**config.mk**
```make
export PLATFORM = sky130hd
export DESIGN_NAME = arf_sequencer
export DESIGN_NICKNAME = d
export VERILOG_FILES = /design/src/rtl/arf_ctrl_pkg.sv /design/src/rtl/arf_stack_guard.sv /design/src/rtl/arf_sequencer.sv
export SDC_FILE = /design/constraint.sdc
export NUM_CORES = 1
export LEC_CHECK = 0
export BUFFER_PORTS_ARGS = -buffer_cell sky130_fd_sc_hd__clkbuf_2
export CAP_MARGIN = 20
export CORE_AREA = 2 2 39 41
export DETAILED_ROUTE_END_ITERATION = 12
export DIE_AREA = 0 0 41 43
export GPL_ROUTABILITY_DRIVEN = 0
export PLACE_DENSITY = 0.56
export SYNTH_ARGS = -nofsm -noshare
export SYNTH_HDL_FRONTEND = slang
export SYNTH_SLANG_ARGS = --single-unit
```
**constraint.sdc**
```tcl
create_clock -name Clock -period 1.45 [get_ports Clock]
set_input_delay 0 -clock Clock [delete_from_list [all_inputs] [get_ports Clock]]
set_output_delay 0 -clock Clock [all_outputs]
set_load 0.05 [all_outputs]
```
**src/rtl/arf_ctrl_pkg.sv**
```systemverilog
// Shared encodings for the address register file micro-sequencer:
// op codes, ARF control codes and FSM state constants.
package arf_ctrl_pkg;

    localparam logic [2:0] OP_NOP   = 3'b000;
    localparam logic [2:0] OP_FETCH = 3'b001;
    localparam logic [2:0] OP_PUSH  = 3'b010;
    localparam logic [2:0] OP_POP   = 3'b011;
    localparam logic [2:0] OP_JUMP  = 3'b100;
    localparam logic [2:0] OP_LDAR  = 3'b101;
    localparam logic [2:0] OP_CLR   = 3'b110;
    localparam logic [2:0] OP_ILL   = 3'b111;

    localparam logic [2:0] FS_DEC  = 3'b000;
    localparam logic [2:0] FS_INC  = 3'b001;
    localparam logic [2:0] FS_LOAD = 3'b010;
    localparam logic [2:0] FS_CLR  = 3'b011;

    // RegSel is active low: a cleared bit enables that register
    localparam logic [2:0] RS_PC   = 3'b011;
    localparam logic [2:0] RS_AR   = 3'b101;
    localparam logic [2:0] RS_SP   = 3'b110;
    localparam logic [2:0] RS_ALL  = 3'b000;
    localparam logic [2:0] RS_NONE = 3'b111;

    localparam logic [1:0] SEL_PC = 2'b00;
    localparam logic [1:0] SEL_AR = 2'b10;
    localparam logic [1:0] SEL_SP = 2'b11;

    localparam logic [1:0] ST_IDLE = 2'b00;
    localparam logic [1:0] ST_X1   = 2'b01;
    localparam logic [1:0] ST_X2   = 2'b10;

    function automatic logic is_two_cycle(input logic [2:0] op);
        return (op == OP_FETCH) || (op == OP_PUSH) || (op == OP_POP);
    endfunction

endpackage

```
**src/rtl/arf_stack_guard.sv**
```systemverilog
// Stack depth tracker for the ARF sequencer; only built when
// ARF_STACK_GUARD_EN is defined.
module arf_stack_guard #(
    parameter int STACK_DEPTH = 256
) (
    input  logic clk,
    input  logic rst_n,
    input  logic inc,
    input  logic dec,
    input  logic clr,
    output logic full,
    output logic empty
);

    localparam int W = $clog2(STACK_DEPTH + 1);

    logic [W-1:0] depth_q;
    logic [W-1:0] depth_d;

    assign full  = (depth_q == W'(STACK_DEPTH));
    assign empty = (depth_q == '0);

    always_comb begin
        depth_d = depth_q;
        if (clr) begin
            depth_d = '0;
        end else if (inc && !full) begin
            depth_d = depth_q + W'(1);
        end else if (dec && !empty) begin
            depth_d = depth_q - W'(1);
        end
    end

    always_ff @(posedge clk or negedge rst_n) begin
        if (!rst_n) begin
            depth_q <= '0;
        end else begin
            depth_q <= depth_d;
        end
    end

endmodule

```
**src/rtl/arf_sequencer.sv**
```systemverilog
// Micro-sequencer driving the PC/AR/SP register file controls.
// Define ARF_STACK_GUARD_EN to reject stack overflow/underflow.
module arf_sequencer
    import arf_ctrl_pkg::*;
#(
    parameter int STACK_DEPTH = 256
) (
    input  logic       Clock,
    input  logic       Reset_n,
    input  logic       Req_Valid,
    input  logic [2:0] Req_Op,
    output logic       Req_Ready,
    output logic [2:0] FunSel,
    output logic [2:0] RegSel,
    output logic [1:0] OutCSel,
    output logic [1:0] OutDSel,
    output logic       MemRd,
    output logic       MemWr,
    output logic [1:0] IRWr,
    output logic       Done,
    output logic       Err
);

    logic [1:0] state_q;
    logic [1:0] state_d;
    logic [2:0] op_q;
    logic [2:0] op_d;
    logic       rej;

`ifdef ARF_STACK_GUARD_EN
    logic full;
    logic empty;

    arf_stack_guard #(
        .STACK_DEPTH(STACK_DEPTH)
    ) u_guard (
        .clk  (Clock),
        .rst_n(Reset_n),
        .inc  (state_q == ST_X2 && op_q == OP_PUSH),
        .dec  (state_q == ST_X2 && op_q == OP_POP),
        .clr  (state_q == ST_X1 && op_q == OP_CLR),
        .full (full),
        .empty(empty)
    );

    assign rej = (op_q == OP_ILL)
               || (op_q == OP_PUSH && full)
               || (op_q == OP_POP && empty);
`else
    localparam int unused_depth = STACK_DEPTH;

    assign rej = (op_q == OP_ILL);
`endif

    always_comb begin
        state_d = state_q;
        op_d    = op_q;
        unique case (state_q)
            ST_IDLE: begin
                if (Req_Valid) begin
                    state_d = ST_X1;
                    op_d    = Req_Op;
                end
            end
            ST_X1: begin
                if (is_two_cycle(op_q) && !rej) begin
                    state_d = ST_X2;
                end else begin
                    state_d = ST_IDLE;
                end
            end
            default: state_d = ST_IDLE;
        endcase
    end

    always_ff @(posedge Clock or negedge Reset_n) begin
        if (!Reset_n) begin
            state_q <= ST_IDLE;
            op_q    <= OP_NOP;
        end else begin
            state_q <= state_d;
            op_q    <= op_d;
        end
    end

    always_comb begin
        Req_Ready = (state_q == ST_IDLE);
        FunSel    = FS_DEC;
        RegSel    = RS_NONE;
        OutCSel   = SEL_PC;
        OutDSel   = SEL_PC;
        MemRd     = 1'b0;
        MemWr     = 1'b0;
        IRWr      = 2'b00;
        Done      = 1'b0;
        Err       = 1'b0;
        if (state_q == ST_X1) begin
            if (rej) begin
                Done = 1'b1;
                Err  = 1'b1;
            end else begin
                Done = !is_two_cycle(op_q);
                unique case (op_q)
                    OP_FETCH: begin
                        MemRd  = 1'b1;
                        IRWr   = 2'b01;
                        FunSel = FS_INC;
                        RegSel = RS_PC;
                    end
                    OP_PUSH: begin
                        FunSel = FS_DEC;
                        RegSel = RS_SP;
                    end
                    OP_POP: begin
                        OutDSel = SEL_SP;
                        MemRd   = 1'b1;
                    end
                    OP_JUMP: begin
                        FunSel = FS_LOAD;
                        RegSel = RS_PC;
                    end
                    OP_LDAR: begin
                        FunSel = FS_LOAD;
                        RegSel = RS_AR;
                    end
                    OP_CLR: begin
                        FunSel = FS_CLR;
                        RegSel = RS_ALL;
                    end
                    default: ;
                endcase
            end
        end else if (state_q == ST_X2) begin
            Done = 1'b1;
            unique case (op_q)
                OP_FETCH: begin
                    MemRd  = 1'b1;
                    IRWr   = 2'b10;
                    FunSel = FS_INC;
                    RegSel = RS_PC;
                end
                OP_PUSH: begin
                    OutDSel = SEL_SP;
                    MemWr   = 1'b1;
                end
                OP_POP: begin
                    FunSel = FS_INC;
                    RegSel = RS_SP;
                end
                default: ;
            endcase
        end
    end

endmodule

```
# Yosys cells after proc, flatten, opt, wreduce, memory -nomap -nowiden
# Index checks and enable logic that the tools add are counted.
[totals] regBits=5 out_inout_bits=17 word_cells=58
[op_classes] n_eq_ne=10 mux=36 n_reduce_logical=10
[op_table] cell="$mux W2" n=11
[op_table] cell="$mux W1" n=17
[op_table] cell="$eq A3 B3 Y1 const B" n=4
[op_table] cell="$mux W3" n=4
[op_table] cell="$pmux W3 S4" n=1
[op_table] cell="$eq A3 B2 Y1 const B" n=2
[op_table] cell="$pmux W2 S3" n=1
[op_table] cell="$pmux W3 S2" n=1
[op_table] cell="$reduce_or A2 Y1" n=3
[op_table] cell="$pmux W2 S2" n=1
[op_table] cell="$eq A3 B1 Y1 const B" n=1
[op_table] cell="$eq A2 B1 Y1 const B" n=1
[op_table] cell="$eq A2 B2 Y1 const B" n=1
[op_table] cell="$logic_not A1 Y1" n=2
[op_table] cell="$logic_not A2 Y1" n=1
[op_table] cell="$logic_or A1 B1 Y1" n=2
[op_table] cell="$ne A2 B2 Y1 const B" n=1
[op_table] cell="$reduce_and A2 Y1" n=1
[op_table] cell="$logic_and A1 B1 Y1" n=1

# Depth between registers and ports, before layout
# Gate-level depths: netlist (run 1).
[depth] depth_word=6 mapped_depth=5 mapped_depth_nobuf=3

# Worst setup path before layout (run 1)
# Ideal clock, no wire load.
[synth_timing] path_type="register -> output" start="register op_q[1]" end="output port RegSel[2]" arrival_time_ns=2.019 path_slack_ns=-0.569 path_stages_with_launch=5 cell_sequence="dfrtp_1 -> buf_6 -> or3b_4 -> nor2_1 -> a21oi_1"
[synth_via] elab_chain_len=5
[synth_lines] element="start, declared" line_no="arf_sequencer.sv:26" rtl="logic [2:0] op_q;"
[synth_lines] element="start signal, assigned" line_no="arf_sequencer.sv:82" rtl="op_q <= op_d;"
[synth_lines] element="$eq A3 B1 Y1 / $eq A3 B3 Y1 (equally long branches)" line_no="arf_sequencer.sv:103, arf_sequencer.sv:135"
[synth_lines] element="$reduce_or A2 Y1 (no source line)"
[synth_lines] element="$pmux W3 S4" line_no="arf_sequencer.sv:103" rtl="unique case (op_q)"
[synth_lines] element="$mux W3" line_no="arf_sequencer.sv:98" rtl="if (rej) begin"
[synth_lines] element="$mux W3 *" line_no="arf_sequencer.sv:97" rtl="if (state_q == ST_X1) begin"
[synth_lines] element="end, declared" line_no="arf_sequencer.sv:14" rtl="output logic [2:0] RegSel,"
# Mark *: on every way between the ends. The rest lies on a longest branch, timed or not.

# Worst setup path after layout (run 1)
[layout_timing] start="register op_q[2]" end="output port FunSel[0]"
[layout_via] elab_chain_len=5
[layout_lines] element="$eq A3 B3 Y1, or another cell as far along" line_no="arf_sequencer.sv:103"
[layout_lines] element="$reduce_or A2 Y1 (no source line)"
[layout_lines] element="$pmux W2 S3 / $mux W1 (equally long branches)" line_no="arf_sequencer.sv:103, arf_sequencer.sv:135"
[layout_lines] element="$mux W2 / $mux W1 (equally long branches)" line_no="arf_sequencer.sv:98, arf_sequencer.sv:133"
[layout_lines] element="$mux W3 *" line_no="arf_sequencer.sv:97"
[layout_lines] element="end, declared" line_no="arf_sequencer.sv:13" rtl="output logic [2:0] FunSel,"
# Marks and branches as above.

==> results.md, run 1 <==
* Root Driver: clkbuf_4
* Hold Crit Class: in2reg
* Synth warn at 0
* Antenna violations before repair at 0
* Starting Density at 0.293
* Prevailing post-synth register cell: dfrtp_1
* Final-stage net count at 87
* DRC viols at 0
* Top-count cell post-synth: nor2_1
* Reg2reg path depth at 4
* Crit share post-route at 0.987
* Hold EP: state_q[0]
* Sequential area share after synthesis at 0.309
* Longest Clk Path Bufs at 2
* Slowest stage cell, crit path: or3b_4
* Max incr delay on CP at between 400 and 500 ps
* Area growth from synthesis to layout at 74.1%
* CP startpoint: op_q[2]
* WL per Instance at approximately 9.4 um
* RSZ-0062 raised after global routing: yes
* Crit path buf inv count at 1
* Grt total ovfl at 0
* #FFs+latches synth at 5
* Ys async rst share at 1.00
* FILL cells at between 100 and 150
* CP arrival at 1430 ps
* Placed Area at between 500 and 600 um2
* R2R Path End: op_q[1]
* WL final at 906 um
* CTS tree: built
* # setup viols final at 0
* Setup Skew at just over 2 ps
* Post-synth EDFFs at 0
* Cell chain of the critical path: or3b_4, a21o_1, o21ai_2, buf_8
* P_leak at 0.340 nW
* Vias in the first global route at 364
* HP Start: Req_Valid
* Max-Cap Viols at 0
* Status: completed
* Die Wd at ~41 um
* Drt via density at about 4.5
* Final hold violations at 0
* Critical path type: reg2out
* Max Freq at about 700 MHz
* Avg Synthesized Cell Area at between 8 and 9 um2
* Syn Inst Count at 50
* Dpl cells at 85
* Clock Latency Late Sink at between 200 and 250 ps
* Top cells by count, synth: 7 x nor2_1, 5 x buf_4, 5 x dfrtp_1, 5 x nand2_1, 4 x mux2_2
* Total CTS buffers at 3
* Top Family by Delay on Critical Path: simple AND/OR/NAND/NOR gates
* Req. time, crit path at approximately 1500 ps
* Post-Layout Cell Count at 96
* Global-route usage over all layers at 0.115
* Site Rows at 14
* Initial drt markers at 5
* Multi-input logic area at around 270 um2
* Pin count of the biggest net entering global routing at 10
* Routed Antenna Nets at 0
* CP Launch Type: flip-flop
* Dominant cell type by area after synthesis: dfrtp_1
* Design area at about 700 um2
* Die Area at between 1500 and 2000 um2
* Core Footprint at around 1400 um2
* First-pass GRT wire length at ~1400 um
* Minimum clock period at around 1400 ps
* Post-synthesis instance area at slightly above 400 um2
* VDD IR max at between 0.7 and 0.8 mV
* Hold-critical path depth at 2
* Initial DRT Pass Iterations at 4
* Diodes inserted at 0
* I/O Buffers at 19
* Via count at around 440
* Die height at ~43 um
* Slew Limit Fails at 0
* Worst-path clk slew at approximately 40 ps
* Number of I/O pins at 23
* R2r setup slk at ~130 ps
* Synth top area cells: dfrtp_1 31%, mux2_2 11%, buf_4 9.3%
* Share of layout cells above drive strength 1 at 0.563
* Distinct cells, synth at 24
* Pwr/cell area at roughly 1700 nW/um2
* Clock sinks at 5
* Crit end category: primary output
* H-tree levels at 1
* Max FO, Critical Path at 4
* Register area at 126 um2
* Reg2reg start: state_q[1]
* Post-synth top area share at 0.309
[metrics by stage]
step / setup WS (ps) / setup TNS, ps / util / hold slack, ps / power (mW)
after global placement: 161 / 0 / 0.390 / -180 / 0.901
after CTS: -22.8 / -27.9 / 0.474 / 64.1 / 1.12
after detailed placement: 148 / 0 / 0.390 / -182 / 0.900
after global routing: -26.5 / -29.4 / 0.510 / 92.0 / 1.26
after floorplan: -255 / -419 / - / -296 / 0.775
final: 18.9 / 0 / 0.510 / 70.8 / 1.18
[routing by layer]
metal / wire length, um / track usage / share of wire
met3: 63 / 0.0157 / 0.070
met4: 0 / 0.0600 / 0
met1: 346 / 0.131 / 0.38
met2: 496 / 0.194 / 0.55
met5: 0 / 0 / 0
[what timing repair did]
| action | in CTS | in global routing |
|---|---|---|
| hold buffers | 4 | 0 |
| endpoints found under the hold margin | 8 | 0 |
| buffers inserted | 2 | 1 |
| setup endpoints to repair | 10 | 11 |
| resized for setup | 10 | 22 |
| pin swaps | 0 | 2 |
[report_power, final]
group | internal (mW) | leakage [nW] | switching (mW)
registers | 0.178 | 0.0596 | 0.0275
logic | 0.323 | 0.266 | 0.494
clock network | 0.104 | 0.0150 | 0.0541
[cell usage in the layout (no fill, tap or decap), drive strengths merged, types with 2 or more instances in the layout]
| cell | netlist | final |
|---|---|---|
| a21oi | 2 | 2 |
| buf | 7 | 17 |
| clkbuf | 1 | 15 |
| conb | 1 | 3 |
| dfrtp | 5 | 5 |
| dlygate4sd3 | 0 | 4 |
| mux2 | 4 | 4 |
| nand2 | 5 | 5 |
| nand2b | 3 | 3 |
| nor2 | 7 | 7 |
| nor3 | 2 | 2 |
| o21ai | 3 | 3 |
[how the worst max path moves through the flow]
| stage | end | depth (start not counted) |
|---|---|---|
| CTS | FunSel[0] | 4 |
| detailed placement | OutDSel[0] | 4 |
| floorplan | RegSel[2] | 4 |
| finish | FunSel[0] | 4 |
| global placement | FunSel[0] | 4 |
| global route | FunSel[0] | 4 |
[cell type report]
class	instances	area share
clock buffers	4	0.0372
well taps	16	0.0284
inverters	1	0.00532
flip-flops and latches	5	0.179
repair buffers	32	0.362
multi-input cells	38	0.388
[sequential cells by signal, indices dropped and copies added (netlist names)]
| signal | count |
|---|---|
| op_q | 3 |
| state_q | 2 |
[logic make-up after synthesis]
| group | after synthesis | share of synthesized area |
|---|---|---|
| AO/OA/AOI/OAI | 8 | 0.123 |
| XOR/XNOR | 1 | 0.0216 |
| buffers and inverters | 9 | 0.154 |
| flip-flops | 5 | 0.309 |
| multiplexers | 4 | 0.111 |
| other | 1 | 0.00925 |
| AND/OR/NAND/NOR | 22 | 0.272 |
[worst reg2reg max path, cell delays in order (launching register included)]
cell and delay (ps):
dfrtp_2 430, buf_4 150, nor2_4 70, and2_1 210
mux2_2 350
Note: power is estimated with default switching activity, not from simulation.
==> run 2: changes to the inputs <==
SETUP_SLACK_MARGIN = 0.1   (was unset)
==> run 2 against run 1 <==
Against the previous run:
- via count shrank 0.46%
- combinational power increased by 13%
- register-to-register slack improved by 30 ps
- worst setup slack gained 3.3 ps
- total power grew 9.0%
- utilization is 7.0 points higher
- die area unchanged
- clock-buffer cell count unchanged
- critical path depth is the same
- final area up 14%
- sequential share of layout area shrank 2.0 points
- hold slack got worse by 36 ps
- largest cell class is now non-clock buffers
- largest power group unchanged
==> results.md, run 2 (synthesis gave the netlist of run 1 again) <==
* Max Freq at approximately 700 MHz
* Clock sinks at 5
* Sw power at about 0.6 mW
* Register share of total power at 0.164
* Crit share post-route at 0.985
* First-pass GRT wire length at about 1600 um
* RSZ-0062 raised after global routing: yes
* Reg2reg path depth at 4
* Setup Skew at ~1.6 ps
* Most common cell after layout, fill and taps aside: buf_4
* CP Launch Type: flip-flop
* Pin count of the biggest net entering global routing at 12
* Max incr delay on CP at between 400 and 500 ps
* Longest Clk Path Bufs at 2
* Grt total ovfl at 0
* Post-layout worst setup margin at 22.2 ps
* Register area at between 100 and 150 um2
* Largest reg by FF count: op_q
* Worst-path clk slew at roughly 40 ps
* Vias in the first global route at around 440
* Max FO, Critical Path at 4
* Global-route usage over all layers at 0.132
* I/O Buffers at 19
* Site Rows at 14
* Top Family by Delay on Critical Path: simple AND/OR/NAND/NOR gates
* Critical path type: reg2out
* Initial drt markers at 2
* Area growth from synthesis to layout at 97.8%
* Final hold violations at 0
* Clock Latency Late Sink at about 240 ps
* FILL cells at roughly 130
* Diodes inserted at 0
* Root Driver: clkbuf_4
* R2R Path End: op_q[1]
* CP arrival at 1430 ps
* Core Footprint at around 1400 um2
* Crit path buf inv count at 1
* Max FFs per register at 3
* Total CTS buffers at 3
* Worst Setup EP: FunSel[0]
* Hold Crit Class: in2reg
* Req. time, crit path at 1450 ps
* P_leak at 0.370 nW
* Number of I/O pins at 23
* Die Area at 1760 um2
* Antenna violations before repair at 0
* Minimum clock period at ~1400 ps
* Routed Antenna Nets at 0
* Pre-CTS WS at 136 ps
* Slowest stage cell, crit path: or3b_4
* Pwr/cell area at 1600 nW/um2
* WL final at 1010 um
* Status: completed
* Internal at roughly 0.67 mW
* CTS tree: built
* CP startpoint: op_q[1]
* Detail Placement HPWL at around 640 um
* Logic gate share of total power at 0.716
* Cell chain of the critical path: or3b_4, a21o_1, o21ai_2, buf_8
* VDD IR max at just under 0.7 mV
* Drt via density at about 4.5
* Sw Share at 0.477
* Die Wd at 41 um
* H-tree levels at 1
* Starting Density at 0.293
* Total power at 1.29 mW
* Max-Cap Viols at 0
* Multi-input logic area at between 300 and 400 um2
* Reg2reg start: state_q[1]
* Initial DRT Pass Iterations at 3
* Regs by FF count: op_q (3), state_q (2)
* Via count at 434
* R2r setup slk at 160 ps
* Share of layout cells above drive strength 1 at 0.667
* Slew Limit Fails at 0
* Final-stage net count at between 80 and 90
* DRC viols at 0
* Most frequent cells in the layout: 8 x buf_4, 6 x clkbuf_2, 6 x buf_6
* Clk pwr share at 0.121
* Levels on crit path at 4
* Crit end category: primary output
* Die height at about 43 um
* WL per Instance at around 10 um
* # setup viols final at 0
## run 2: changes by cell type in the layout (fill, tap and decap cells not counted), sizes merged
cell / delta
clkbuf: -1
buf: +2
## run 2: worst register-to-register path: cells and delay by family, from the launching register on
kind          cells  cell delay [ps]
simple gates      2              270
mux               1              330
flops             1              450
buf+inv           1              140
## run 2: worst min-delay path by stage
stage	cells past startpoint	endpoint	slack, ps	start
CTS	2	state_q[0]	70	Req_Valid
finish	2	state_q[0]	30	Req_Valid
global route	2	state_q[0]	10	Req_Valid
global placement	1	op_q[0]	-180	Reset_n
detailed placement	1	op_q[1]	-180	Reset_n
floorplan	0	op_q[0]	-300	Reset_n
## run 2: timing repair
action                     CTS  global route
resized for setup           23            25
pin swaps                    3             2
hold endpoints to repair     8             0
hold buffers                 4             0
buffers inserted             6             1
setup endpoints to repair   13            16
## run 2: area by class of cell
cell class / instances / area share
timing repair buffer: 33 / 0.393
multi-input combinational: 38 / 0.385
sequential: 5 / 0.159
clock buffer: 4 / 0.0328
tap: 16 / 0.0250
inverter: 1 / 0.00468
## run 2: per-layer routing
metal / vias up / GRT usage / routed length [um]
li1: 218 / - / -
met1: 203 / 0.137 / 384
met5: - / 0 / 0
met3: 0 / 0.0157 / 36
met4: 0 / 0.0800 / 0
met2: 13 / 0.231 / 590
## run 2: metrics by stage
| step | setup TNS, ps | cells | utilization | instance area, um2 | hold slack, ps |
|---|---|---|---|---|---|
| floorplan | -526 | 52 | - | 469 | -296 |
| global placement | 0 | 82 | 0.393 | 544 | -178 |
| detailed placement | 0 | 82 | 0.393 | 544 | -181 |
| CTS | -14.8 | 96 | 0.540 | 747 | 73.6 |
| global route | -146 | 97 | 0.580 | 802 | 10.0 |
| finish | 0 | 97 | 0.580 | 802 | 34.7 |
## run 2: power by group through the flow
stage	Combinational, mW	Clock (mW)	Sequential (mW)
finish	0.921	0.156	0.210
global route	0.978	0.184	0.214
CTS	0.848	0.165	0.207
detailed placement	0.698	0	0.213
global placement	0.699	0	0.212
floorplan	0.607	0	0.208
==> run 3: changes to the inputs <==
PLACE_DENSITY = unset   (was 0.56)
==> run 3 against run 2 <==
Against the previous run:
- final area is 4.2% lower
- critical path type unchanged
- clock-buffer cell count unchanged
- clock skew grew 0.54 ps
- first-iteration DRC count increased by 50%
- utilization is 2.4 points lower
- sequential power barely moved
- total power decreased by 2.0%
- largest cell class is now multi-input gates
==> results.md, run 3 (synthesis gave the netlist of run 1 again) <==
* Register area at between 100 and 150 um2
* CTS tree: built
* Regs by FF count: op_q (3), state_q (2)
* Max FO, Critical Path at 4
* Routed Antenna Nets at 0
* # setup viols final at 0
* I/O Buffers at 19
* WL final at 917 um
* VDD IR max at between 0.7 and 0.8 mV
* Slew Limit Fails at 0
* H-tree levels at 1
* WL per Instance at about 9.6 um
* Clock sinks at 5
* Post-layout worst setup margin at 13.6 ps
* Req. time, crit path at between 1000 and 1500 ps
* Largest reg by FF count: op_q
* P_leak at ~0.36 nW
* RSZ-0062 raised after global routing: yes
* Longest Clk Path Bufs at 2
* Total CTS buffers at 3
* Die Area at approximately 1800 um2
* Post-Layout Cell Count at between 90 and 100
* Share of layout cells above drive strength 1 at 0.625
* Antenna violations before repair at 0
* Hold-critical path depth at 2
* Setup Skew at around 2.2 ps
* First-pass GRT wire length at 1500 um
* Logic gate share of total power at 0.708
* Detail Placement HPWL at 686 um
* Final-stage net count at 87
* Critical path type: reg2out
* Crit end category: primary output
* Number of I/O pins at 23
* Crit share post-route at 0.991
* Core Footprint at about 1400 um2
* Hold Crit Class: in2reg
* Sw Share at 0.471
* Clock Latency Late Sink at around 240 ps
* Placed Area at ~570 um2
* CP arrival at 1440 ps
* Most common cell after layout, fill and taps aside: buf_4
* Design area at 768 um2
* Die height at 43 um
* Site Rows at 14
* Register share of total power at 0.169
* Root Driver: clkbuf_4
* Via count at slightly above 400
* Final hold violations at 0
* Dpl cells at between 80 and 90
* Multi-input logic area at 298 um2
* Starting Density at 0.293
* Area growth from synthesis to layout at 89.5%
* Max Freq at ~700 MHz
* Hold slack at between 30 and 40 ps
* Diodes inserted at 0
* Minimum clock period at approximately 1400 ps
* Max-Cap Viols at 0
* Pre-CTS WS at about 140 ps
* Initial DRT Pass Iterations at 2
* Reg2reg path depth at 4
* Global-route usage over all layers at 0.131
* Most frequent cells in the layout: 12 x buf_4, 6 x clkbuf_2, 5 x nand2_1
* Max FFs per register at 3
* Initial drt markers at 3
* Grt total ovfl at 0
* Worst-path clk slew at about 40 ps
* Pwr/cell area at around 1600 nW/um2
* Total power at about 1.3 mW
* Vias in the first global route at ~380
* Clk pwr share at 0.123
* Drt via density at ~4.3
* Pin count of the biggest net entering global routing at 10
* DRC viols at 0
* FILL cells at approximately 140
* Die Wd at slightly above 40 um
* Sw power at 0.594 mW
* Status: completed
* CP Launch Type: flip-flop
* Internal at between 0.6 and 0.7 mW
==> run 3: cell types whose count changed in the layout (fill, tap and decap cells not counted), sizes merged <==
cell and change:
buf -1
==> run 3: metal layers <==
metal  vias to the layer above  routed length (um)  track usage  share of wire
li1                        215                   -            -              -
met1                       190                 365        0.139           0.40
met2                        10                 525        0.206           0.57
met3                         0                  26       0.0314          0.028
met4                         0                   0        0.100              0
met5                         -                   0            0              0
==> run 3: cell type report <==
type                            count  share of cell area
Multi-Input combinational cell     38               0.388
Timing Repair Buffer               32               0.381
Sequential cell                     5               0.166
Clock buffer                        4              0.0342
Tap cell                           16              0.0261
Inverter                            1             0.00489
==> run 3: path summary, 6_finish.rpt <==
path / slack, ps / from / endpoint
worst max-delay path: 10 / op_q[2] / FunSel[0]
worst min-delay path: 30 / Req_Valid / state_q[0]
worst max register to register: 160 / state_q[1] / op_q[1]
worst min register to register: 680 / op_q[0] / op_q[0]
max in group asynchronous: 1190 / Reset_n / state_q[0]
min in group asynchronous: 110 / Reset_n / op_q[1]
==> run 3: power by group through the flow <==
stage | Combinational (mW) | Sequential [mW] | Clock (mW)
2_1_floorplan | 0.607 | 0.208 | 0
3_3_place_gp | 0.723 | 0.222 | 0
3_5_place_dp | 0.724 | 0.224 | 0
4_1_cts | 0.861 | 0.209 | 0.166
5_1_grt | 0.948 | 0.218 | 0.188
6_report | 0.893 | 0.213 | 0.156
==> run 3: metrics by stage <==
stage	utilization	setup TNS [ps]
2_1_floorplan	-	-526
3_5_place_dp	0.410	0
4_1_cts	0.536	0
6_report	0.555	0
5_1_grt	0.555	-162
3_3_place_gp	0.410	0
==> run 3: worst max-delay path, stage by stage (launching register included) <==
cell and delay (ps):
dfrtp_1 370, or3b_4 420, a21o_1 170, o21ai_2 80
buf_12 160
==> run 3: timing repair <==
action | 4_1_cts | 5_1_grt
setup buffers | 5 | 0
endpoints found under the hold margin | 8 | 0
setup endpoints to repair | 12 | 15
resized for setup | 18 | 19
hold buffers | 4 | 0
cloned | 0 | 0
pin swaps | 2 | 2
